**src/rtl/hazard_pkg.sv**
```systemverilog
// Shared types for the pipeline hazard controller: FSM state encoding and NOP encoding.
// Latency: n/a (types and constants only).
// Backpressure: n/a.
package hazard_pkg;

  localparam int HZ_STATE_W = 2;

  typedef enum logic [HZ_STATE_W-1:0] {
    RUN           = 2'd0,
    LU_STALL      = 2'd1,
    MEM_WAIT      = 2'd2,
    REDIRECT_PEND = 2'd3
  } hz_state_t;

  // Canonical RISC-V NOP (addi x0, x0, 0) loaded by the flush/bubble paths downstream.
  localparam logic [31:0] NOP_INSN = 32'h0000_0013;

endpackage

```
**src/rtl/pipeline_hazard_ctrl_sat_counter.sv**
```systemverilog
// Saturating up-counter with synchronous clear, used for hazard perf counters.
// Latency: count reflects an increment one cycle after inc is sampled.
// Backpressure: none; holds at all-ones once saturated.
module sat_counter #(
  parameter int W = 32
) (
  input  logic         clk,
  input  logic         clr,
  input  logic         inc,
  output logic [W-1:0] count
);

  logic [W-1:0] cnt_q;

  // Clear wins over increment; stop at all-ones instead of wrapping.
  always_ff @(posedge clk) begin
    if (clr) begin
      cnt_q <= '0;
    end else if (inc && (cnt_q != {W{1'b1}})) begin
      cnt_q <= cnt_q + W'(1);
    end
  end

  assign count = cnt_q;

endmodule

```
**src/rtl/pipeline_hazard_ctrl.sv**
```systemverilog
// Stall/flush controller for the 5-stage pipeline; HAZARD_PERF_CNT_EN enables the perf counters.
// Latency: zero-cycle; control outputs are combinational from the registered state and inputs.
// Backpressure: dmem_stall freezes all stages; imem_stall holds PC and keeps a redirect pending.
module pipeline_hazard_ctrl
  import hazard_pkg::*;
#(
  parameter int XLEN = 32
) (
  input  logic            clk,
  input  logic            rst,
  input  logic            load_use_hazard,
  input  logic            branch_taken_EX,
  input  logic [XLEN-1:0] branch_target_EX,
  input  logic            imem_stall,
  input  logic            dmem_stall,
  output logic            pc_we,
  output logic            pc_sel_redirect,
  output logic [XLEN-1:0] pc_redirect_target,
  output logic            IFID_en,
  output logic            IDEX_en,
  output logic            EXMEM_en,
  output logic            MEMWB_en,
  output logic            IFID_flush,
  output logic            IDEX_flush,
  output logic            EXMEM_bubble,
  output logic [1:0]      hz_state,
  output logic [31:0]     stall_cycles,
  output logic [31:0]     redirect_count
);

  hz_state_t       state_q, state_d;
  // pend_q carries the redirect intent separately from state_q so that a
  // memory wait in the middle of a pending redirect does not lose it.
  logic            pend_q, pend_d;
  logic [XLEN-1:0] tgt_q, tgt_d;

  // Priority-ordered decode of stall, bubble, flush and redirect controls.
  always_comb begin
    pc_we           = 1'b1;
    pc_sel_redirect = 1'b0;
    IFID_en         = 1'b1;
    IDEX_en         = 1'b1;
    EXMEM_en        = 1'b1;
    MEMWB_en        = 1'b1;
    IFID_flush      = 1'b0;
    IDEX_flush      = 1'b0;
    EXMEM_bubble    = 1'b0;
    state_d         = RUN;
    pend_d          = pend_q;
    tgt_d           = tgt_q;

    if (rst) begin
      pc_we        = 1'b0;
      IFID_en      = 1'b0;
      IDEX_en      = 1'b0;
      EXMEM_en     = 1'b0;
      MEMWB_en     = 1'b0;
      IFID_flush   = 1'b1;
      IDEX_flush   = 1'b1;
      EXMEM_bubble = 1'b1;
      pend_d       = 1'b0;
      tgt_d        = '0;
    end else if (dmem_stall) begin
      // Whole pipe frozen; any pending redirect and its target survive.
      pc_we    = 1'b0;
      IFID_en  = 1'b0;
      IDEX_en  = 1'b0;
      EXMEM_en = 1'b0;
      MEMWB_en = 1'b0;
      state_d  = MEM_WAIT;
    end else if (load_use_hazard && (state_q != LU_STALL)) begin
      // Hold IF/ID and ID/EX, let the load drain to WB, bubble behind it.
      // A branch in EX is re-presented next cycle since ID/EX is held.
      pc_we        = 1'b0;
      IFID_en      = 1'b0;
      IDEX_en      = 1'b0;
      EXMEM_bubble = 1'b1;
      state_d      = LU_STALL;
    end else if (branch_taken_EX || pend_q) begin
      pc_sel_redirect = 1'b1;
      IFID_flush      = 1'b1;
      IDEX_flush      = 1'b1;
      if (!imem_stall) begin
        pend_d  = 1'b0;
        state_d = RUN;
      end else begin
        pc_we   = 1'b0;
        pend_d  = 1'b1;
        state_d = REDIRECT_PEND;
        // Capture only on the first stalled cycle; later EX values are flushed junk.
        if (!pend_q) begin
          tgt_d = branch_target_EX;
        end
      end
    end else if (imem_stall) begin
      pc_we      = 1'b0;
      IFID_flush = 1'b1;
    end
  end

  // State, pending flag and latched target registers.
  always_ff @(posedge clk) begin
    if (rst) begin
      state_q <= RUN;
      pend_q  <= 1'b0;
      tgt_q   <= '0;
    end else begin
      state_q <= state_d;
      pend_q  <= pend_d;
      tgt_q   <= tgt_d;
    end
  end

  assign pc_redirect_target = rst ? '0 : (pend_q ? tgt_q : branch_target_EX);
  assign hz_state           = state_q;

`ifdef HAZARD_PERF_CNT_EN
  sat_counter #(.W(32)) u_stall_cnt (
    .clk   (clk),
    .clr   (rst),
    .inc   (!rst && !pc_we),
    .count (stall_cycles)
  );

  sat_counter #(.W(32)) u_redir_cnt (
    .clk   (clk),
    .clr   (rst),
    .inc   (pc_we && pc_sel_redirect),
    .count (redirect_count)
  );
`else
  assign stall_cycles   = '0;
  assign redirect_count = '0;
`endif

endmodule

```
**config.mk**
```make
export PLATFORM = sky130hd
export DESIGN_NAME = pipeline_hazard_ctrl
export DESIGN_NICKNAME = d
export VERILOG_FILES = /design/src/rtl/hazard_pkg.sv /design/src/rtl/pipeline_hazard_ctrl_sat_counter.sv /design/src/rtl/pipeline_hazard_ctrl.sv
export SDC_FILE = /design/constraint.sdc
export NUM_CORES = 1
export LEC_CHECK = 0
export ABC_AREA = 1
export BUFFER_PORTS_ARGS = -buffer_cell sky130_fd_sc_hd__buf_2
export CORE_AREA = 2 2 74 83
export DETAILED_ROUTE_END_ITERATION = 8
export DIE_AREA = 0 0 76 85
export PLACE_DENSITY = 0.91
export SLEW_MARGIN = 20
export SYNTH_ARGS = -nofsm -noshare
export SYNTH_HDL_FRONTEND = slang
export SYNTH_SLANG_ARGS = --single-unit
```
**constraint.sdc**
```tcl
create_clock -name clk -period 3.1 [get_ports clk]
set_input_delay 0.62 -clock clk [delete_from_list [all_inputs] [get_ports clk]]
set_output_delay 0.62 -clock clk [all_outputs]
set_load 0.005 [all_outputs]
```
**Word level (Yosys, flattened, before mapping)**

Cells that the tools add are included.

- Bits of input ports: 38
- Word-level logic and storage cells: 40
- Output and inout port bits: 107
- Register bits: 35

- Mux-type cells: 28
- Bitwise gates (word level): 2
- Reduce and logical (&&, ||, !) cells: 5
- Eq/ne operators: 1

Operators by type and width:

| operator | count |
|---|---|
| $mux W32 | 2 |
| $mux W1 | 22 |
| $mux W2 | 4 |
| $reduce_and A4 Y1 | 1 |
| $reduce_and A3 Y1 | 1 |
| $ne A2 B1 Y1 const B | 1 |
| $not A1 Y1 | 2 |
| $reduce_or A2 Y1 | 1 |
| $logic_and A1 B1 Y1 | 1 |
| $logic_or A1 B1 Y1 | 1 |

**Longest topological paths before layout**

Gate-level depths: netlist of the first run.

- Word-level depth: 5
- Gate-level depth with buffers: 8
- Depth with buffers taken out: 7

**Worst setup path before layout of the first run**

No wires, ideal clock.

- Path type: input to output
- Start: input port dmem_stall
- End: output port pc_sel_redirect
- Slack: 1.216 ns
- Arrival: 1.264 ns
- Path buffers: 1
- Data required time: 2.480 ns
- Cell stages on the path: 4
- Cells stage by stage: clkinv_1 -> clkbuf_1 -> nand3b_1 -> nor2_1

- Cells in the longest elaborated chain, start to end: 2

Ends and longest elaborated chain:

| element | RTL line | RTL |
|---|---|---|
| from (decl) | pipeline_hazard_ctrl.sv:15 | `input logic dmem_stall,` |
| $mux W1 | pipeline_hazard_ctrl.sv:63 | `end else if (dmem_stall) begin` |
| $mux W1 | pipeline_hazard_ctrl.sv:52 | `if (rst) begin` |
| to (decl) | pipeline_hazard_ctrl.sv:17 | `output logic pc_sel_redirect,` |

No other way between the ends.

**Final worst setup path of the first run**

- Start: input port load_use_hazard
- End: output port IFID_flush

- Cells in the longest elaborated chain, start to end: 4

Ends and longest elaborated chain:

| element | RTL line | RTL |
|---|---|---|
| from (decl) | pipeline_hazard_ctrl.sv:11 | `input logic load_use_hazard,` |
| $logic_and A1 B1 Y1 | pipeline_hazard_ctrl.sv:71 | `end else if (load_use_hazard && (state_q != LU_STALL)) begin` |
| $mux W1 | pipeline_hazard_ctrl.sv:71 |  |
| $mux W1 | pipeline_hazard_ctrl.sv:63 |  |
| $mux W1 | pipeline_hazard_ctrl.sv:52 |  |
| to (decl) | pipeline_hazard_ctrl.sv:23 | `output logic IFID_flush,` |

No other way between the ends.

==> impl_metrics.env, run 1 <==
export IMPL_final_hold_violation_count=0
export IMPL_yosysWarnings=0
export IMPL_min_path_type="reg2reg"
export IMPL_dpl_hpwl_mm=4.01
export IMPL_port_buffers=80
export IMPL_r2r_start="hz_state[1]"
export IMPL_synthXorXnorAreaFrac=0
export IMPL_clk_pin_slew_ps=60
export IMPL_crit_chain="buf_2 > nand2_1 > nand2_1 > o211ai_1 > buf_2"
export IMPL_die_h_um=85
export IMPL_cts_made_buffers=5
export IMPL_synth_mux_area_fraction=0
export IMPL_crit_fanout=20
export IMPL_slowest_delay_ps=480
export IMPL_hp_start="tgt_q[19]"
export IMPL_ys_top_cells_by_area="dfxtp_1 26%, buf_4 19%, nand2_1 14%"
export IMPL_ys_seq_elements=35
export IMPL_synthCells=440
export IMPL_ctsResizeCount=0
export IMPL_synth_compound_area_frac=0.0689
export IMPL_drt_iter0_drc=165
export IMPL_drive_gt1_frac=0.198
export IMPL_finalCriticalPeriod_ps=2430
export IMPL_status="finished clean"
export IMPL_grt_max_degree=36
export IMPL_synth_simple_area_share=0.339
export IMPL_postRouteAntennaNets=0
export IMPL_crit_slowest_cell="nand2_1"
export IMPL_r2r_end="tgt_q[9]"
export IMPL_layout_nets=543
export IMPL_initial_core_util=0.471
export IMPL_drt_met1_wl_mm=2.46
export IMPL_firstDrtPassIters=4
export IMPL_wirelength_mm=5.42
export IMPL_fin_util=0.520
export IMPL_boundaryPins=145
export IMPL_wl_per_cell_um=9.29
export IMPL_worst_pin_slew_ps=652
export IMPL_finalPower_mw=1.08
export IMPL_die_x_um=76
export IMPL_cts_tree="done"
export IMPL_grt_overflow=0
export IMPL_wl_met2_mm=2.55
export IMPL_reg2regPathDepth=8
export IMPL_hold_buffers=0
export IMPL_clock_fmax_ghz=0.411
export IMPL_rows=29
export IMPL_path_class="in2out"
export IMPL_worst_r2r_setup_slack_ps=870
export IMPL_cts_setup_buffers=0
export IMPL_synth_area_leader_cell="dfxtp_1"
export IMPL_grt_pass1_vias=2164
export IMPL_endpoint_kind="output pin"
export IMPL_avgViaCountPerCell=4.33
export IMPL_ctsHtreeMaxLevel=2
export IMPL_vias=2522
export IMPL_insertion_delay_ps=280
export IMPL_grt_use_total=0.165
export IMPL_antenna_found_initial=0
export IMPL_holdPathStages=4
export IMPL_wl_met3_um=363
export IMPL_final_common_cell="nand2_1"
export IMPL_ctsLongestPathBuffers=2
export IMPL_crit_arrival_ps=1810
export IMPL_slew_headroom=0.565
export IMPL_route_detailed_drc=0
export IMPL_antenna_cells=0
export IMPL_gp_congestion=0.736
export IMPL_synth_fa_ha_area_frac=0
export IMPL_p_leak_nw=1.60
export IMPL_finClkSkew_ps=2.55
export IMPL_ys_seq_area_frac=0.264
export IMPL_period_share=0.785
export IMPL_routed_top_layer="met4"
export IMPL_most_common_layout_cells="101 x nand2_1, 80 x buf_2, 69 x nor2_1, 64 x inv_1, 64 x conb_1"
export IMPL_grt_pass1_wl_mm=8.88
export IMPL_synth_cell_type_count=20
export IMPL_clkSinkCount=35
export IMPL_die_area_um2=6460
export IMPL_p_per_area_nw_per_um2=369
export IMPL_crit_path_start_kind="input pin"
export IMPL_peakVddDrop_mv=0.212
export IMPL_finalSetupTns_ps=0
export IMPL_final_setup_viol_count=0
export IMPL_coreArea_um2=5620
export IMPL_nFillCells=571
export IMPL_holdPathEnd="tgt_q[19]"
export IMPL_final_cell_count_no_fill=583
export IMPL_area_delta_synth_final_pct=10.4
export IMPL_placed_cells=575
export IMPL_avgSynthCellArea_um2=6.02
export IMPL_cap_violations=0
export IMPL_root_buffer="clkbuf_8"
export IMPL_synth_top_family_by_area="simple AND/OR/NAND/NOR gates"
export IMPL_syn_area_um2=2650
export IMPL_drv_slew=0
export IMPL_rsz0062_at_grt="false"
export IMPL_crit_required_ps=2480
export IMPL_synth_top_area_frac=0.264
[final cells by class]
class	count	area [um^2]	area share
Tap cell	77	96.3	0.0329
Sequential cell	35	702	0.240
Multi-Input combinational cell	308	1320	0.451
Inverter	68	255	0.0872
Clock buffer	8	100	0.0342
Timing Repair Buffer	87	453	0.155
[state kept, by name, indices dropped and copies added (netlist names)]
| register | flops |
|---|---|
| tgt_q | 32 |
| hz_state | 2 |
| pend_q | 1 |
[cells in the mapped netlist]
master    number
nand3b_1       1
a21oi_1        2
nor3_1         2
o21ai_0       33
o211ai_1       1
dfxtp_1       35
nand3_2        1
nor2_1        69
inv_2          2
buf_4         67
nand2_1      101
nor2_4         1
clkinv_1       2
nand4_1       32
inv_1         64
buf_1          1
conb_1         1
buf_2         11
clkbuf_1      13
nor2_8         1
[stage by stage]
| step | area [um^2] | hold slack, ps | setup WS, ps |
|---|---|---|---|
| 2_1_floorplan | 2890 | 492 | 1220 |
| 3_3_place_gp | 2830 | 503 | 613 |
| 3_5_place_dp | 2830 | 505 | 550 |
| 4_1_cts | 2930 | 517 | 679 |
| 5_1_grt | 2930 | 558 | 490 |
| 6_report | 2930 | 517 | 668 |
[per-layer routing]
| metal | track usage | vias to the layer above |
|---|---|---|
| li1 | - | 1334 |
| met1 | 0.192 | 1078 |
| met2 | 0.297 | 104 |
| met3 | 0.0394 | 6 |
| met4 | 0.0562 | 0 |
| met5 | 0 | - |
[critical path: cells and delay by family]
family                 cells  cell delay (ps)
AND/OR/NAND/NOR            2              720
buffers and inverters      2              250
AO/OA/AOI/OAI              1              220
[kinds of logic after synthesis]
family | Yosys count
and+or+nand+nor | 208
AOI/OAI and AO/OA | 36
buffers and inverters | 160
other | 1
DFF | 35
[where the power goes]
group / internal, mW / switching, mW
Combinational: 0.0914 / 0.157
Clock: 0.203 / 0.151
Sequential: 0.470 / 0.00808
[how the worst max path moves through the flow]
stage,endpoint,depth (start not counted),slack [ps],from
2_1_floorplan,pc_sel_redirect,4,1220,dmem_stall
3_3_place_gp,tgt_q[23],7,610,load_use_hazard
3_5_place_dp,tgt_q[4],7,550,load_use_hazard
4_1_cts,IFID_flush,5,680,load_use_hazard
5_1_grt,IFID_flush,6,490,hz_state[1]
6_report,IFID_flush,5,670,load_use_hazard
Power figures use the tool's default switching activity.
==> run 2: changes to the inputs <==
--- a/config.mk
+++ b/config.mk
@@ -7,10 +7,10 @@
 export LEC_CHECK = 0
 export ABC_AREA = 1
 export BUFFER_PORTS_ARGS = -buffer_cell sky130_fd_sc_hd__buf_2
-export CORE_AREA = 2 2 74 83
+export CORE_AREA = 2 2 80 90
 export DETAILED_ROUTE_END_ITERATION = 8
-export DIE_AREA = 0 0 76 85
-export PLACE_DENSITY = 0.91
+export DIE_AREA = 0 0 82 92
+export PLACE_DENSITY = 0.83
 export SLEW_MARGIN = 20
 export SYNTH_ARGS = -nofsm -noshare
 export SYNTH_HDL_FRONTEND = slang
==> constraint.sdc (replaced) <==
create_clock -name clk -period 2.2 [get_ports clk]
set_input_delay 0.44 -clock clk [delete_from_list [all_inputs] [get_ports clk]]
set_output_delay 0.44 -clock clk [all_outputs]
set_load 0.005 [all_outputs]
==> run 2 against run 1 <==
Compared with the run above: first-iteration DRC count decreased by 41%; die area up 17%; via count grew 3.1%; sequential share of layout area down 0.42 points; final area rose by 1.8%; wire length increased by 4.1%; critical path type is now reg2out; largest cell class unchanged.
==> impl_metrics.env, run 2 (synthesis results as in run 1) <==
export IMPL_root_buffer="clkbuf_8"
export IMPL_finalInstanceArea_um2=2980
export IMPL_worst_r2r_setup_slack_ps=700
export IMPL_holdPathEnd="hz_state[0]"
export IMPL_cts_setup_buffers=0
export IMPL_top_register="tgt_q"
export IMPL_clk_pin_slew_ps=70
export IMPL_initial_core_util=0.394
export IMPL_grt_max_degree=51
export IMPL_ctsLongestPathBuffers=2
export IMPL_grt_use_total=0.151
export IMPL_ctsHtreeMaxLevel=2
export IMPL_final_hold_violation_count=0
export IMPL_grt_pass1_vias=2146
export IMPL_most_common_layout_cells="101 x nand2_1, 80 x buf_2, 69 x nor2_1, 64 x inv_1, 64 x conb_1"
export IMPL_cap_violations=0
export IMPL_drive_gt1_frac=0.204
export IMPL_hold_buffers=0
export IMPL_layout_nets=547
export IMPL_peakVddDrop_mv=0.268
export IMPL_boundaryPins=145
export IMPL_die_h_um=92
export IMPL_wirelength_mm=5.64
export IMPL_final_setup_viol_count=0
export IMPL_p_leak_nw=1.62
export IMPL_firstDrtPassIters=4
export IMPL_area_delta_synth_final_pct=12.4
export IMPL_clock_fmax_ghz=0.523
export IMPL_finClkSkew_ps=5.29
export IMPL_cts_tree="done"
export IMPL_ctsResizeCount=0
export IMPL_finalSetupTns_ps=0
export IMPL_drt_iter0_drc=97
export IMPL_holdPathStages=2
export IMPL_drv_slew=0
export IMPL_insertion_delay_ps=280
export IMPL_r2r_end="tgt_q[23]"
export IMPL_cts_made_buffers=5
export IMPL_endpoint_kind="output pin"
export IMPL_avgViaCountPerCell=4.37
export IMPL_crit_required_ps=1760
export IMPL_gp_congestion=0.750
export IMPL_antenna_cells=0
export IMPL_reg2regPathDepth=8
export IMPL_min_path_type="in2reg"
export IMPL_crit_path_start_kind="register"
export IMPL_critical_path_top_delay_family="flip-flops"
export IMPL_period_share=0.869
export IMPL_rows=32
export IMPL_path_buf_inv=2
export IMPL_crit_arrival_ps=1470
export IMPL_wl_per_cell_um=9.47
export IMPL_r2r_start="hz_state[1]"
export IMPL_die_x_um=82
export IMPL_port_buffers=80
export IMPL_route_detailed_drc=0
export IMPL_crit_fanout=50
export IMPL_crit_slowest_cell="dfxtp_2"
export IMPL_clkSinkCount=35
export IMPL_vias=2600
export IMPL_status="finished clean"
export IMPL_coreArea_um2=6730
export IMPL_p_per_area_nw_per_um2=516
export IMPL_final_common_cell="nand2_1"
export IMPL_crit_chain="buf_12 > nand2_1 > o21ai_0 > nor2_1 > buf_2"
export IMPL_grt_overflow=0
export IMPL_hp_start="dmem_stall"
export IMPL_die_area_um2=7540
export IMPL_rsz0062_at_grt="false"
export IMPL_antenna_found_initial=0
export IMPL_postRouteAntennaNets=0
export IMPL_slowest_delay_ps=540
export IMPL_finalCriticalPeriod_ps=1910
export IMPL_grt_pass1_wl_mm=9.20
export IMPL_dpl_hpwl_mm=4.17
export IMPL_largest_register_ffs=32
export IMPL_placedInstanceArea_um2=2880
export IMPL_path_class="reg2out"
run 2: changes by cell type in the layout (fill, tap and decap cells not counted):
cell / change
buf_4: +3
buf_12: +1
run 2: where the power goes:
group | total (mW) | internal (mW) | switching [mW]
Clock | 0.505 | 0.286 | 0.220
Combinational | 0.358 | 0.135 | 0.223
Sequential | 0.673 | 0.662 | 0.0105
run 2: routing by layer:
metal	routed length [um]	share of wire	GRT usage
met2	2860	0.51	0.270
met1	2340	0.41	0.180
met3	385	0.068	0.0246
met4	57	0.010	0.0472
met5	0	0	0
run 2: area by class of cell:
cell class	instances	area, um^2
repair buffers	91	495
multi-input cells	308	1320
inverters	68	255
clock buffers	8	100
well taps	85	106
fillers	739	3750
flip-flops and latches	35	702
run 2: worst max-delay path by stage:
stage | cells past startpoint | to | startpoint
floorplan | 4 | pc_sel_redirect | dmem_stall
global placement | 5 | IFID_flush | load_use_hazard
detailed placement | 5 | IFID_flush | load_use_hazard
CTS | 4 | pc_redirect_target[18] | pend_q
global route | 4 | pc_redirect_target[17] | pend_q
finish | 5 | pc_redirect_target[7] | pend_q
run 2: per-stage QoR:
stage | instances | hold WS [ps] | utilization | worst slack (ps) | power, mW
3_5_place_dp | 587 | 504 | 0.428 | 506 | 1.04
5_1_grt | 595 | 403 | 0.443 | 157 | 1.65
3_3_place_gp | 587 | 502 | 0.428 | 562 | 1.04
6_report | 595 | 376 | 0.443 | 287 | 1.54
2_1_floorplan | 503 | 492 | - | 676 | 1.00
4_1_cts | 595 | 365 | 0.443 | 280 | 1.56
